==> config.mk <==
export PLATFORM = sky130hd
export DESIGN_NAME = alu_exec
export DESIGN_NICKNAME = d
export VERILOG_FILES = /design/src/rtl/alu_pkg.sv /design/src/rtl/alu_muldiv_iter.sv /design/src/rtl/alu_exec.sv
export SDC_FILE = /design/constraint.sdc
export NUM_CORES = 1
export LEC_CHECK = 0
export CORE_UTILIZATION = 60
export CTS_BUF_LIST = sky130_fd_sc_hd__clkbuf_8
export DETAILED_ROUTE_END_ITERATION = 16
export PLACE_DENSITY_LB_ADDON = 0.1
export SETUP_SLACK_MARGIN = 0.5
export SLEW_MARGIN = 40
export SYNTH_ARGS = -nofsm -noshare
export SYNTH_HDL_FRONTEND = slang
export SYNTH_SLANG_ARGS = --single-unit
==> constraint.sdc <==
create_clock -name clk -period 13.5 [get_ports clk]
set_input_delay 1.35 -clock clk [delete_from_list [all_inputs] [get_ports clk]]
set_output_delay 1.35 -clock clk [all_outputs]
set_load 0.005 [all_outputs]
==> src/rtl/alu_pkg.sv <==
// Shared control-code encodings and FSM state type for the ALU execution unit.
package alu_pkg;

    localparam logic [3:0] ALU_AND  = 4'b0000;
    localparam logic [3:0] ALU_OR   = 4'b0001;
    localparam logic [3:0] ALU_ADD  = 4'b0010;
    localparam logic [3:0] ALU_NOP  = 4'b0100;
    localparam logic [3:0] ALU_SUB  = 4'b0110;
    localparam logic [3:0] ALU_MULT = 4'b1000;
    localparam logic [3:0] ALU_DIV  = 4'b1001;
    localparam logic [3:0] ALU_XOR  = 4'b1010;
    localparam logic [3:0] ALU_SLL  = 4'b1100;
    localparam logic [3:0] ALU_SRL  = 4'b1101;

    typedef enum logic [1:0] {
        IDLE = 2'd0,
        ITER = 2'd1,
        FIX  = 2'd2
    } alu_state_e;

endpackage

==> src/rtl/alu_muldiv_iter.sv <==
// Iterative signed multiply / restoring divide engine: one step per cycle over
// operand magnitudes, WIDTH steps total, with sign correction on the outputs.
module alu_muldiv_iter
    import alu_pkg::*;
#(
    parameter int WIDTH = 32
) (
    input  logic             clk,
    input  logic             reset,
    input  logic             go,
    input  logic             is_div,
    input  logic [WIDTH-1:0] a,
    input  logic [WIDTH-1:0] b,
    output logic [WIDTH-1:0] hi,
    output logic [WIDTH-1:0] lo,
    output logic             finish
);

    localparam int CW = $clog2(WIDTH);

    logic             running;
    logic             div_q;
    logic             neg_res;
    logic             neg_rem;
    logic [WIDTH-1:0] mag_b;
    logic [WIDTH-1:0] acc;
    logic [WIDTH-1:0] q;
    logic [CW-1:0]    cnt;

    logic [WIDTH-1:0]   acc_d;
    logic [WIDTH-1:0]   q_d;
    logic [WIDTH:0]     sum;
    logic [WIDTH:0]     shifted;
    logic [WIDTH:0]     diff;
    logic [2*WIDTH-1:0] prod;
    logic [2*WIDTH-1:0] prod_fix;

    assign finish = running && (cnt == CW'(WIDTH - 1));

    // {acc, q} is one double-width register: product for mult, remainder:quotient for div.
    // NOTE: every signal assigned in this block gets a default first, so no latch is inferred.
    always_comb begin
        acc_d   = acc;
        q_d     = q;
        sum     = '0;
        shifted = '0;
        diff    = '0;
        if (div_q) begin
            shifted = {acc, q[WIDTH-1]};
            diff    = shifted - {1'b0, mag_b};
            if (!diff[WIDTH]) begin
                acc_d = diff[WIDTH-1:0];
                q_d   = {q[WIDTH-2:0], 1'b1};
            end else begin
                acc_d = shifted[WIDTH-1:0];
                q_d   = {q[WIDTH-2:0], 1'b0};
            end
        end else begin
            sum   = q[0] ? ({1'b0, acc} + {1'b0, mag_b}) : {1'b0, acc};
            acc_d = sum[WIDTH:1];
            q_d   = {sum[0], q[WIDTH-1:1]};
        end
    end

    // Quotient sign is a^b; remainder sign follows the dividend.
    always_comb begin
        prod     = {acc, q};
        prod_fix = neg_res ? -prod : prod;
        if (div_q) begin
            hi = neg_rem ? -acc : acc;
            lo = neg_res ? -q : q;
        end else begin
            hi = prod_fix[2*WIDTH-1:WIDTH];
            lo = prod_fix[WIDTH-1:0];
        end
    end

    // NOTE: sequential state uses non-blocking assignments only.
    always_ff @(posedge clk or posedge reset) begin
        if (reset) begin
            running <= 1'b0;
            div_q   <= 1'b0;
            neg_res <= 1'b0;
            neg_rem <= 1'b0;
            mag_b   <= '0;
            acc     <= '0;
            q       <= '0;
            cnt     <= '0;
        end else if (go) begin
            running <= 1'b1;
            div_q   <= is_div;
            neg_res <= a[WIDTH-1] ^ b[WIDTH-1];
            neg_rem <= a[WIDTH-1];
            mag_b   <= b[WIDTH-1] ? -b : b;
            q       <= a[WIDTH-1] ? -a : a;
            acc     <= '0;
            cnt     <= '0;
        end else if (running) begin
            acc <= acc_d;
            q   <= q_d;
            cnt <= cnt + CW'(1);
            if (finish) running <= 1'b0;
        end
    end

endmodule

==> src/rtl/alu_exec.sv <==
// ALU execution unit: single-cycle datapath, IDLE/ITER/FIX sequencing for the
// iterative mult/div engine, and the registered result/HI/LO outputs.
module alu_exec
    import alu_pkg::*;
#(
    parameter int WIDTH = 32
) (
    input  logic             clk,
    input  logic             reset,
    input  logic             alu_start,
    input  logic [3:0]       alu_ctrl,
    input  logic [WIDTH-1:0] alu_a,
    input  logic [WIDTH-1:0] alu_b,
    input  logic [4:0]       alu_shamt,
    output logic             alu_busy,
    output logic             alu_done,
    output logic [WIDTH-1:0] alu_result,
    output logic             alu_zero,
    output logic [WIDTH-1:0] alu_hi,
    output logic [WIDTH-1:0] alu_lo
);

    alu_state_e state_q, state_d;

    logic             accept;
    logic             div_by_zero;
    logic             go;
    logic             md_finish;
    logic [WIDTH-1:0] md_hi;
    logic [WIDTH-1:0] md_lo;
    logic [WIDTH-1:0] sc_result;

    // Requests while busy are dropped, not queued.
    assign accept      = alu_start && (state_q == IDLE);
    assign div_by_zero = (alu_ctrl == ALU_DIV) && (alu_b == '0);
    assign go          = accept && ((alu_ctrl == ALU_MULT) ||
                                    ((alu_ctrl == ALU_DIV) && !div_by_zero));
    assign alu_busy    = (state_q != IDLE);

    always_comb begin
        sc_result = '0;
        case (alu_ctrl)
            ALU_ADD: sc_result = alu_a + alu_b;
            ALU_SUB: sc_result = alu_a - alu_b;
            ALU_AND: sc_result = alu_a & alu_b;
            ALU_OR:  sc_result = alu_a | alu_b;
            ALU_XOR: sc_result = alu_a ^ alu_b;
            ALU_SLL: sc_result = alu_b << alu_shamt;
            ALU_SRL: sc_result = alu_b >> alu_shamt;
            default: sc_result = '0;
        endcase
    end

    always_comb begin
        state_d = state_q;
        case (state_q)
            IDLE:    if (go) state_d = ITER;
            ITER:    if (md_finish) state_d = FIX;
            FIX:     state_d = IDLE;
            default: state_d = IDLE;
        endcase
    end

    always_ff @(posedge clk or posedge reset) begin
        if (reset) state_q <= IDLE;
        else       state_q <= state_d;
    end

    always_ff @(posedge clk or posedge reset) begin
        if (reset) begin
            alu_done   <= 1'b0;
            alu_result <= '0;
            alu_zero   <= 1'b1;
            alu_hi     <= '0;
            alu_lo     <= '0;
        end else begin
            alu_done <= 1'b0;
            if (state_q == FIX) begin
                alu_done   <= 1'b1;
                alu_hi     <= md_hi;
                alu_lo     <= md_lo;
                alu_result <= md_lo;
                alu_zero   <= (md_lo == '0);
            end else if (accept && !go) begin
                alu_done <= 1'b1;
                if (div_by_zero) begin
                    alu_hi     <= alu_a;
                    alu_lo     <= '1;
                    alu_result <= '1;
                    alu_zero   <= 1'b0;
                end else begin
                    alu_result <= sc_result;
                    alu_zero   <= (sc_result == '0);
                end
            end
        end
    end

    alu_muldiv_iter #(.WIDTH(WIDTH)) u_muldiv (
        .clk    (clk),
        .reset  (reset),
        .go     (go),
        .is_div (alu_ctrl == ALU_DIV),
        .a      (alu_a),
        .b      (alu_b),
        .hi     (md_hi),
        .lo     (md_lo),
        .finish (md_finish)
    );

endmodule

-- Word-level counts from Yosys, hierarchy flattened
Index checks and enable logic that the tools add are counted.
- register bits after elaboration: 205
- muxes and demuxes: 39
- shift-type cells: 2
- equality and inequality tests: 13
- reduce and logical (&&, ||, !) cells: 20
- add/subtract/negate cells: 10
- bitwise operators: 4
- operators by type and width (cell ; number):
    $mux 32 ; 22
    $pmux 32 s7 ; 1
    $neg 32->32 ; 4
    $logic_not 32->1 ; 3
    $mux 64 ; 1
    $neg 64->64 ; 1
    $add 32x32->33 ; 1
    $mux 33 ; 1
    $sub 33x32->33 ; 1
    $add 32x32->32 ; 1
    $and 32x32->32 ; 1
    $or 32x32->32 ; 1
    $shl 32x5->32 ; 1
    $shr 32x5->32 ; 1
    $sub 32x32->32 ; 1
    $xor 32x32->32 ; 1
    $eq 4x4->1 const B ; 5
    $mux 5 ; 2
    $mux 1 ; 9
    $reduce_bool 2->1 ; 4
    $logic_and 1x1->1 ; 6
    $add 5x1->5 const B ; 1
    $eq 5x5->1 const B ; 1
    $eq 4x1->1 const B ; 1
    13 further kinds ; 17

-- Depth between registers and ports, before layout
Gate-level depths: netlist (run 1).
- depth in word-level cells: 10
- depth in mapped cells: 23
- mapped depth without buffers: 21

-- Cells and area by module
A second synthesis (run 1) with hierarchy kept.
- cells, all modules: 3151
- area total of the unflattened synthesis: 24571.1 um^2
- by module, submodules not included (module ; instances ; cells an instance ; seq. area each (um^2) ; area each (um^2)):
    alu_exec ; 1 ; 1620 ; 2503.7 ; 12878.6
    alu_muldiv_iter ; 1 ; 1531 ; 2627.5 ; 11692.5

-- Worst setup path after synthesis (run 1)
OpenSTA, ideal clock, no wires.
- kind: input to register
- start point: input port alu_ctrl[1]
- end point: register alu_zero
- slack: 7.031 ns
- setup time: 0.086 ns
- stages on the path: 22
- arrival time: 6.383 ns
- required time: 13.414 ns
- path through: clkbuf_1 clkbuf_1 nor3b_1 clkbuf_1 clkbuf_1 clkbuf_1 nand2_1 clkbuf_1 nand2_1 xnor2_1 ha_1 clkbuf_1 a21o_1 a221oi_1 o211ai_1 a31o_2 a311oi_1 a21oi_1 mux2i_1 a2111oi_0 nand4_1 o31ai_2
- cells in the longest elaborated chain, start to end: 9
- elaborated cells between the ends (all ways): 22
- RTL lines (what ; RTL line ; RTL):
    start, declared ; alu_exec.sv:11 ; input logic [3:0] alu_ctrl,
    parallel branches: the longest is 9 deep, another holds $pmux 32 s7 ; -- ;
    end signal, assigned ; alu_exec.sv:83 ; alu_zero <= (md_lo == '0);
    end signal, assigned ; alu_exec.sv:93 ; alu_zero <= (sc_result == '0);
    end, declared ; alu_exec.sv:18 ; output logic alu_zero,
Parallel ways; which one is timed is not known. The select of a mux whose other input is x is not followed.
A chain may end at the register's enable or synchronous reset.

-- Worst setup path after layout (run 1)
- start point: input port alu_b[0]
- end point: register alu_zero
- cells in the longest elaborated chain, start to end: 9
- elaborated cells between the ends (all ways): 21
- RTL lines (what ; RTL line ; RTL):
    start, declared ; alu_exec.sv:13 ; input logic [WIDTH-1:0] alu_b,
    parallel branches: the longest is 9 deep, another holds $sub 32x32->32 ; -- ;
Parallel ways; which one is timed is not known. The select of a mux whose other input is x is not followed.

==> results of run 1 <==
## worst reg2reg max path: stages (launching register included)
cell                       delay [ps]
sky130_fd_sc_hd__dfrtp_1          490
sky130_fd_sc_hd__inv_1            290
sky130_fd_sc_hd__ha_1             260
sky130_fd_sc_hd__inv_1             70
sky130_fd_sc_hd__fa_1             410
sky130_fd_sc_hd__a21oi_1          270
sky130_fd_sc_hd__o21ai_0          370
sky130_fd_sc_hd__o2111a_1         440
sky130_fd_sc_hd__o21ai_1          160
sky130_fd_sc_hd__nand2_1          140
sky130_fd_sc_hd__a21oi_1          360
sky130_fd_sc_hd__xor2_4           160
sky130_fd_sc_hd__buf_4            550
sky130_fd_sc_hd__inv_1            410
sky130_fd_sc_hd__nand2_1          140
sky130_fd_sc_hd__a311oi_1          90
sky130_fd_sc_hd__a31o_2           260
## stage by stage
step / instances / instance area, µm² / power (µW)
final: 3700 / 27100 / 5630
after global routing: 3699 / 27100 / 5940
after CTS: 3699 / 27100 / 5460
after detailed placement: 3631 / 26300 / 4760
after global placement: 3631 / 26300 / 4570
after floorplan: 3140 / 24500 / 3710
## flip-flops by register name, summed over array words and instances (netlist names)
name              flops
u_muldiv.mag_b       32
alu_result           32
alu_zero              1
u_muldiv.q           32
alu_done              1
state_q               2
u_muldiv.cnt          5
u_muldiv.div_q        1
u_muldiv.running      1
u_muldiv.neg_res      1
u_muldiv.neg_rem      1
alu_lo               32
u_muldiv.acc         32
alu_hi               32
## layer usage
layer	global-route usage	vias to the layer above
li1	-	11500
met1	0.638	12900
met2	0.755	2299
met3	0.134	525
met4	0.308	2
met5	0	-
## cell type report
| class | count | area [µm²] |
|---|---|---|
| antenna | 1 | 2.50 |
| clock buffer | 47 | 647 |
| clock inverter | 21 | 184 |
| fill | 3235 | 12900 |
| inverter | 141 | 538 |
| multi-input combinational | 2537 | 17900 |
| sequential | 205 | 5130 |
| tap | 525 | 657 |
| timing repair buffer | 223 | 2110 |
## path summary, 6_finish.rpt
| kind | start | end | slack [ps] | cells past startpoint |
|---|---|---|---|---|
| worst max-delay path | alu_b[0] | alu_zero | 6130 | 20 |
| worst min-delay path | alu_hi[16] | alu_hi[16] | 480 | 2 |
| worst max register to register | u_muldiv.q[31] | u_muldiv.acc[19] | 8510 | 16 |
| worst min register to register | alu_hi[16] | alu_hi[16] | 480 | 2 |
| max in group asynchronous | reset | u_muldiv.div_q | 10530 | 4 |
| min in group asynchronous | reset | alu_done | 1240 | 2 |
## cells by family after synthesis
| kind of cell | count (synthesis) | synth area share |
|---|---|---|
| simple gates | 968 | 0.189 |
| xor+xnor | 207 | 0.0741 |
| mux | 211 | 0.116 |
| flops | 205 | 0.210 |
| fa+ha+maj | 169 | 0.0873 |
| compound gates | 982 | 0.260 |
| buf+inv | 398 | 0.0638 |
## cell usage in the layout, fill, tap and decap left out, types with 12 or more instances in the layout
cell	instances
sky130_fd_sc_hd__a211oi_1	69
sky130_fd_sc_hd__a21o_1	49
sky130_fd_sc_hd__a21oi_1	257
sky130_fd_sc_hd__a221oi_1	19
sky130_fd_sc_hd__a22oi_1	17
sky130_fd_sc_hd__a31oi_1	34
sky130_fd_sc_hd__and2_1	18
sky130_fd_sc_hd__and3_1	22
sky130_fd_sc_hd__buf_4	46
sky130_fd_sc_hd__clkbuf_8	47
sky130_fd_sc_hd__clkdlybuf4s50_1	170
sky130_fd_sc_hd__dfrtp_1	203
sky130_fd_sc_hd__ha_1	166
sky130_fd_sc_hd__inv_1	142
sky130_fd_sc_hd__mux2_2	37
sky130_fd_sc_hd__mux2i_1	117
sky130_fd_sc_hd__mux4_2	55
sky130_fd_sc_hd__nand2_1	325
sky130_fd_sc_hd__nand2b_1	32
sky130_fd_sc_hd__nand3_1	55
sky130_fd_sc_hd__nand4_1	32
sky130_fd_sc_hd__nor2_1	261
sky130_fd_sc_hd__nor2b_1	25
sky130_fd_sc_hd__nor3_1	51
sky130_fd_sc_hd__nor3b_1	13
sky130_fd_sc_hd__nor4_1	18
sky130_fd_sc_hd__o211ai_1	38
sky130_fd_sc_hd__o21a_1	24
sky130_fd_sc_hd__o21ai_0	213
sky130_fd_sc_hd__o21ai_1	26
sky130_fd_sc_hd__o22ai_1	38
sky130_fd_sc_hd__o31ai_1	37
sky130_fd_sc_hd__o41ai_1	12
sky130_fd_sc_hd__or3_1	38
sky130_fd_sc_hd__or4_1	15
sky130_fd_sc_hd__xnor2_1	152
sky130_fd_sc_hd__xor2_1	54
## power groups by stage
| stage | Combinational, µW | Sequential, µW | Clock, µW |
|---|---|---|---|
| 2_1_floorplan | 2700 | 1010 | 0 |
| 3_3_place_gp | 3390 | 1180 | 0 |
| 3_5_place_dp | 3560 | 1200 | 0 |
| 4_1_cts | 3600 | 1190 | 670 |
| 5_1_grt | 4010 | 1230 | 695 |
| 6_report | 3740 | 1220 | 672 |
==> flow_summary.rst, run 1 <==
.. list-table::
   :header-rows: 1

   * - Metric
     - Value
   * - Status
     - completed
   * - Maximum clock insertion buffer count
     - 3
   * - Final core occ
     - 0.678
   * - Final global-route overflow total
     - 0
   * - Setup WS pre-CTS
     - 5360 ps
   * - Upper clock frequency limit
     - 136 MHz
   * - Clock root buffer
     - sky130_fd_sc_hd__clkbuf_8
   * - Slew Limit Headroom
     - 0.408
   * - Total of buffers placed on input and output ports
     - 174
   * - Top-Level Pins
     - 175
   * - Clock tree from TritonCTS
     - yes
   * - Die height
     - 204 µm
   * - Power per cell area
     - 208 nW/µm²
   * - Number of clock sinks seen by CTS
     - 205
   * - Number of remaining DRC errors
     - 0
   * - Fraction of post-synthesis cell area in the top cell type by area
     - 0.209
   * - Max-cap violation count
     - 0
   * - Hold WC Path Type
     - register to register
   * - Netlist area before placement
     - 24500 µm²
   * - Top post-synthesis cells by area
     - sky130_fd_sc_hd__dfrtp_1 (21%), sky130_fd_sc_hd__ha_1 (8.5%), sky130_fd_sc_hd__xnor2_1 (5.4%)
   * - Peak supply drop
     - 0.341 mV
   * - Required time of the critical path
     - 14000 ps
   * - Vias
     - 27200
   * - Arrival time at the worst endpoint
     - 7870 ps
   * - Number of buffers added for setup after CTS
     - 0
   * - Final Setup Violations
     - 0
   * - Async set-reset flop share out of synthesis
     - 1.00
   * - Pre-Repair DR Iteration Count
     - 8
   * - Wire length of the first global-routing pass
     - 157000 µm
   * - Post-synthesis to final-layout area growth
     - 10.9%
   * - Detail-routed net length per standard cell
     - 28.7 µm
   * - Type of the worst setup path
     - input pin to register
   * - Detailed-route wire length
     - 106000 µm
   * - Sequential cell area fraction in the yosys report
     - 0.210
   * - Ranking of synthesized cells by instance count
     - sky130_fd_sc_hd__nand2_1 (328), sky130_fd_sc_hd__nor2_1 (263), sky130_fd_sc_hd__a21oi_1 (258), sky130_fd_sc_hd__o21ai_0 (214), sky130_fd_sc_hd__dfrtp_1 (204)
   * - Fraction of layout cells with a size suffix above 1
     - 0.0860
   * - Count of unique library cells instantiated by Yosys
     - 101
   * - Combinational cell fraction of total power
     - 0.664
   * - Total internal power
     - 2720 µW
   * - Capturing element type of the critical path
     - register
   * - Cts repair resizes
     - 0
   * - Transition time at the pin with the least slew margin
     - 888 ps
   * - Area of the die
     - 41600 µm²
   * - Pin count of the biggest net entering global routing
     - 87
   * - Drt via density
     - 7.35
   * - Avg Inst Size Synth
     - 7.79 µm²
   * - Top delay family on crit path
     - compound AO/OA/AOI/OAI gates
   * - Overall global routing resource usage
     - 0.501
   * - Number of DRC markers in iteration 0
     - 4218
   * - Switching Power
     - 2920 µW
   * - Remaining antenna violation count after routing
     - 0
   * - Buffer and inverter count on the worst path
     - 2
   * - Met2 Routed Length
     - 45100 µm
   * - Final setup slack of the worst path
     - 6130 ps
   * - Final worst clock skew
     - 34.3 ps
   * - Net total in the final layout
     - 3391
   * - Most common cell in the netlist
     - sky130_fd_sc_hd__nand2_1
   * - Number of synthesized flops with an enable pin
     - 0
   * - Highest signal layer in the routed design
     - met5
   * - Cell breakdown of the critical path
     - clkdlybuf4s50_1 > inv_1 > ha_1 > or3b_2 > nor4_4 > nand3_1 > or3_1 > nand2_1 > xnor2_1 > ha_1 > and2_1 > a221oi_1 > o211ai_1 > a31o_2 > a311oi_2 > a21oi_1 > mux2i_1 > a2111oi_1 > nand4_1 > o31ai_2
   * - Routability congestion estimate from global placement
     - 1.10
   * - Placement Rows
     - 73
   * - Final Max Slew Viols
     - 0
   * - Crit path top cell by count
     - sky130_fd_sc_hd__ha_1
   * - Starting utilization of the core area
     - 0.612
   * - Ys flop type
     - sky130_fd_sc_hd__dfrtp_1
   * - Number of standard cells after synthesis
     - 3140
   * - Setup TNS after final layout
     - 0 ps
   * - Clock insertion delay at the later pin of the skew report
     - 600 ps
   * - DPL Wire Length
     - 78600 µm
   * - Final worst hold slack
     - 483 ps
   * - Vias in the first global route
     - 25300
   * - Crit path launch type
     - input pin
   * - CTS H-tree depth
     - 2
   * - RSZ-0062 raised after global routing
     - no
   * - Synth warn
     - 0
   * - Flip-flop and latch count after synthesis
     - 205
   * - Number of hold violations in the final report
     - 0
   * - Synth Net Count
     - 3385
   * - Core Region
     - 40000 µm²
   * - Part of the total power dissipated in sequential elements
     - 0.216
   * - Min cycle time layout
     - 7370 ps
   * - Maximum net fanout on the critical path
     - 13
   * - CTS buffer count
     - 38
   * - Slowest cell on the critical path
     - sky130_fd_sc_hd__a2111oi_1
   * - Top cell type by total area after synthesis
     - sky130_fd_sc_hd__dfrtp_1
   * - Sw frac
     - 0.518
   * - Period utilisation layout
     - 0.546
   * - Number of antenna violations at the first check in global routing
     - 3
   * - Post-CTS clock slew at the launch and capture registers of the worst setup and hold paths
     - 60 ps
   * - Leakage power of the design
     - 0.0114 µW
   * - Routed metal-1 wire length
     - 38700 µm
   * - Routed length on met3
     - 14400 µm
   * - CP max stage delay
     - 690 ps
   * - Power share of the clock group
     - 0.119
   * - Die outline width
     - 204 µm
   * - Number of hold buffers added after CTS
     - 0
(Power assumes the default switching activity.)
==> run 2, diff against run 1 <==
--- a/config.mk
+++ b/config.mk
@@ -5,7 +5,7 @@
 export SDC_FILE = /design/constraint.sdc
 export NUM_CORES = 1
 export LEC_CHECK = 0
-export CORE_UTILIZATION = 60
+export CORE_UTILIZATION = 56
 export CTS_BUF_LIST = sky130_fd_sc_hd__clkbuf_8
 export DETAILED_ROUTE_END_ITERATION = 16
 export PLACE_DENSITY_LB_ADDON = 0.1
==> constraint.sdc (replaced) <==
create_clock -name clk -period 5.9 [get_ports clk]
set_input_delay 0.59 -clock clk [delete_from_list [all_inputs] [get_ports clk]]
set_output_delay 0.59 -clock clk [all_outputs]
set_load 0.005 [all_outputs]
==> run 2 against run 1 <==
  * Power increased by 130%
  * Largest cell class unchanged
  * Critical path depth increased by 2
  * Register-to-register slack got worse by 7500 ps
  * Critical endpoint unchanged
==> flow_summary.rst, run 2 (synthesis results as in run 1) <==
.. list-table::
   :header-rows: 1

   * - Metric
     - Value
   * - Power per cell area
     - 467 nW/µm²
   * - Net total in the final layout
     - 3498
   * - Routed metal-1 wire length
     - 40600 µm
   * - Die outline width
     - 211 µm
   * - Maximum net fanout on the critical path
     - 12
   * - Detail-routed net length per standard cell
     - 28.8 µm
   * - Core Region
     - 43100 µm²
   * - Clock tree from TritonCTS
     - yes
   * - Detailed-route wire length
     - 111000 µm
   * - Required time of the critical path
     - 6410 ps
   * - Number of filler instances in the final layout
     - 3519
   * - Most common cell after layout, fill and taps aside
     - sky130_fd_sc_hd__nand2_1
   * - Remaining antenna violation count after routing
     - 0
   * - Vias
     - 27500
   * - Number of antenna violations at the first check in global routing
     - 5
   * - Post-synthesis to final-layout area growth
     - 15.3%
   * - Total of buffers placed on input and output ports
     - 174
   * - Final worst clock skew
     - 34.1 ps
   * - Capture point of the worst reg-to-reg path
     - u_muldiv.acc[1]
   * - Number of hold violations in the final report
     - 0
   * - Area of combinational cells with multiple inputs
     - 18000 µm²
   * - Capturing element type of the critical path
     - register
   * - Clock root buffer
     - sky130_fd_sc_hd__clkbuf_8
   * - Leading cell types in the layout, fill and taps excluded
     - sky130_fd_sc_hd__nand2_1 (326), sky130_fd_sc_hd__nor2_1 (259), sky130_fd_sc_hd__a21oi_1 (252)
   * - Final global-route overflow total
     - 0
   * - Routability congestion estimate from global placement
     - 1.08
   * - Number of remaining DRC errors
     - 0
   * - Area of the die
     - 44500 µm²
   * - Combined flip-flop and latch cell area
     - 5130 µm²
   * - Post-CTS clock slew at the launch and capture registers of the worst setup and hold paths
     - 70 ps
   * - CP max stage delay
     - 570 ps
   * - Slew Limit Headroom
     - 0.339
   * - Min cycle time layout
     - 5250 ps
   * - CTS buffer count
     - 39
   * - Wire length of the first global-routing pass
     - 163000 µm
   * - Hold WC Path Type
     - input pin to asynchronous set/reset pin
   * - Top-Level Pins
     - 175
   * - RSZ-0062 raised after global routing
     - no
   * - Setup slack, reg-to-reg
     - 1030 ps
   * - Final Setup Violations
     - 0
   * - Cell breakdown of the critical path
     - clkdlybuf4s50_1 > buf_4 > nor3_4 > nand4_1 > or4_4 > or3_4 > or3_4 > nand2b_1 > o21ai_2 > xnor2_1 > ha_1 > buf_4 > a21o_1 > a21o_1 > a21oi_2 > o311ai_0 > a221oi_1 > nand3_1 > nor4_2 > and3_1 > nand4_1 > o31ai_2
   * - Drt via density
     - 7.11
   * - Clock insertion delay at the later pin of the skew report
     - 610 ps
   * - Period utilisation layout
     - 0.891
   * - R2r worst-path depth
     - 16
   * - Leakage power of the design
     - 0.0120 µW
   * - Pre-Repair DR Iteration Count
     - 9
   * - Maximum clock insertion buffer count
     - 3
   * - Number of clock sinks seen by CTS
     - 205
   * - Number of DRC markers in iteration 0
     - 4236
   * - Startpoint of the worst-slack reg-to-reg timing path
     - u_muldiv.q[31]
   * - Starting utilization of the core area
     - 0.568
   * - Upper clock frequency limit
     - 190 MHz
   * - Vias in the first global route
     - 25700
   * - DPL Wire Length
     - 84200 µm
   * - Max-cap violation count
     - 0
   * - Status
     - completed
   * - Design Area, Final
     - 28200 µm²
   * - CTS H-tree depth
     - 2
   * - Fraction of layout cells with a size suffix above 1
     - 0.124
   * - Number of hold buffers added after CTS
     - 0
   * - Final total power
     - 13200 µW
   * - Arrival time at the worst endpoint
     - 5770 ps
   * - Crit path launch type
     - input pin
   * - Total placed instance area
     - 27100 µm²
   * - Overall global routing resource usage
     - 0.491
   * - Peak supply drop
     - 0.527 mV
   * - Routed length on met3
     - 14500 µm
   * - Transition time at the pin with the least slew margin
     - 981 ps
   * - Type of the worst setup path
     - input pin to register
   * - Pin count of the biggest net entering global routing
     - 82
   * - Die height
     - 211 µm
   * - Slowest cell on the critical path
     - sky130_fd_sc_hd__or4_4
   * - Highest signal layer in the routed design
     - met5
   * - Placement Rows
     - 76
   * - Final Max Slew Viols
     - 0
   * - Met2 Routed Length
     - 47100 µm
[run 2: cell count changes in the layout (fill, tap and decap cells not counted), moves of 3 or more]
cell and delta:
sky130_fd_sc_hd__clkbuf_8 +6, sky130_fd_sc_hd__or3_4 +3, sky130_fd_sc_hd__a21oi_1 -5, sky130_fd_sc_hd__or3_1 -3, sky130_fd_sc_hd__buf_4 +104, sky130_fd_sc_hd__o21ai_2 +3, sky130_fd_sc_hd__a21oi_2 +5, sky130_fd_sc_hd__inv_1 -5
[run 2: worst max-delay path by stage]
stage | from | endpoint | slack (ps) | depth (start not counted)
3_5_place_dp | alu_b[0] | alu_zero | -190 | 22
3_3_place_gp | alu_b[0] | alu_zero | 30 | 21
4_1_cts | alu_b[0] | alu_zero | 520 | 22
6_report | alu_b[0] | alu_zero | 650 | 22
5_1_grt | alu_b[0] | alu_zero | 450 | 23
2_1_floorplan | alu_b[0] | alu_zero | 540 | 22
[run 2: critical path, delay by kind of cell]
family                   cells  cell delay (ps)
AO/OA/AOI/OAI                7             1360
buffers and inverters        3              790
AND/OR/NAND/NOR             10             2600
adder cells (fa/ha/maj)      1              280
XOR/XNOR                     1              140
[run 2: layer usage]
layer | track usage | vias to the layer above
met4 | 0.333 | 4
met5 | 0 | -
met3 | 0.133 | 489
li1 | - | 11700
met1 | 0.620 | 13000
met2 | 0.731 | 2275
[run 2: layout make-up]
type,count,share of cell area
multi-input combinational,2537,0.637
sequential,205,0.182
timing repair buffer,329,0.104
tap,585,0.0259
clock buffer,53,0.0259
inverter,141,0.0189
clock inverter,17,0.00617
antenna,1,0.0000887
[run 2: repair_timing]
item,CTS,global route
endpoints found under the setup margin,1,7
pin swaps,1,7
setup buffers,1,1
gates resized for setup,1,25
[run 2: stage by stage]
stage	utilization	hold WS, ps	setup slack (ps)	std cells	TNS, ps
after floorplan	-	470	542	3140	0
after global placement	0.629	461	33.5	3793	0
after detailed placement	0.630	471	-188	3793	-188
after CTS	0.651	372	516	3864	0
after global routing	0.655	403	450	3867	0
final	0.655	390	645	3868	0
[run 2: power breakdown]
group	switching (µW)	internal, µW
logic	5210	3510
clock network	687	941
registers	896	1920
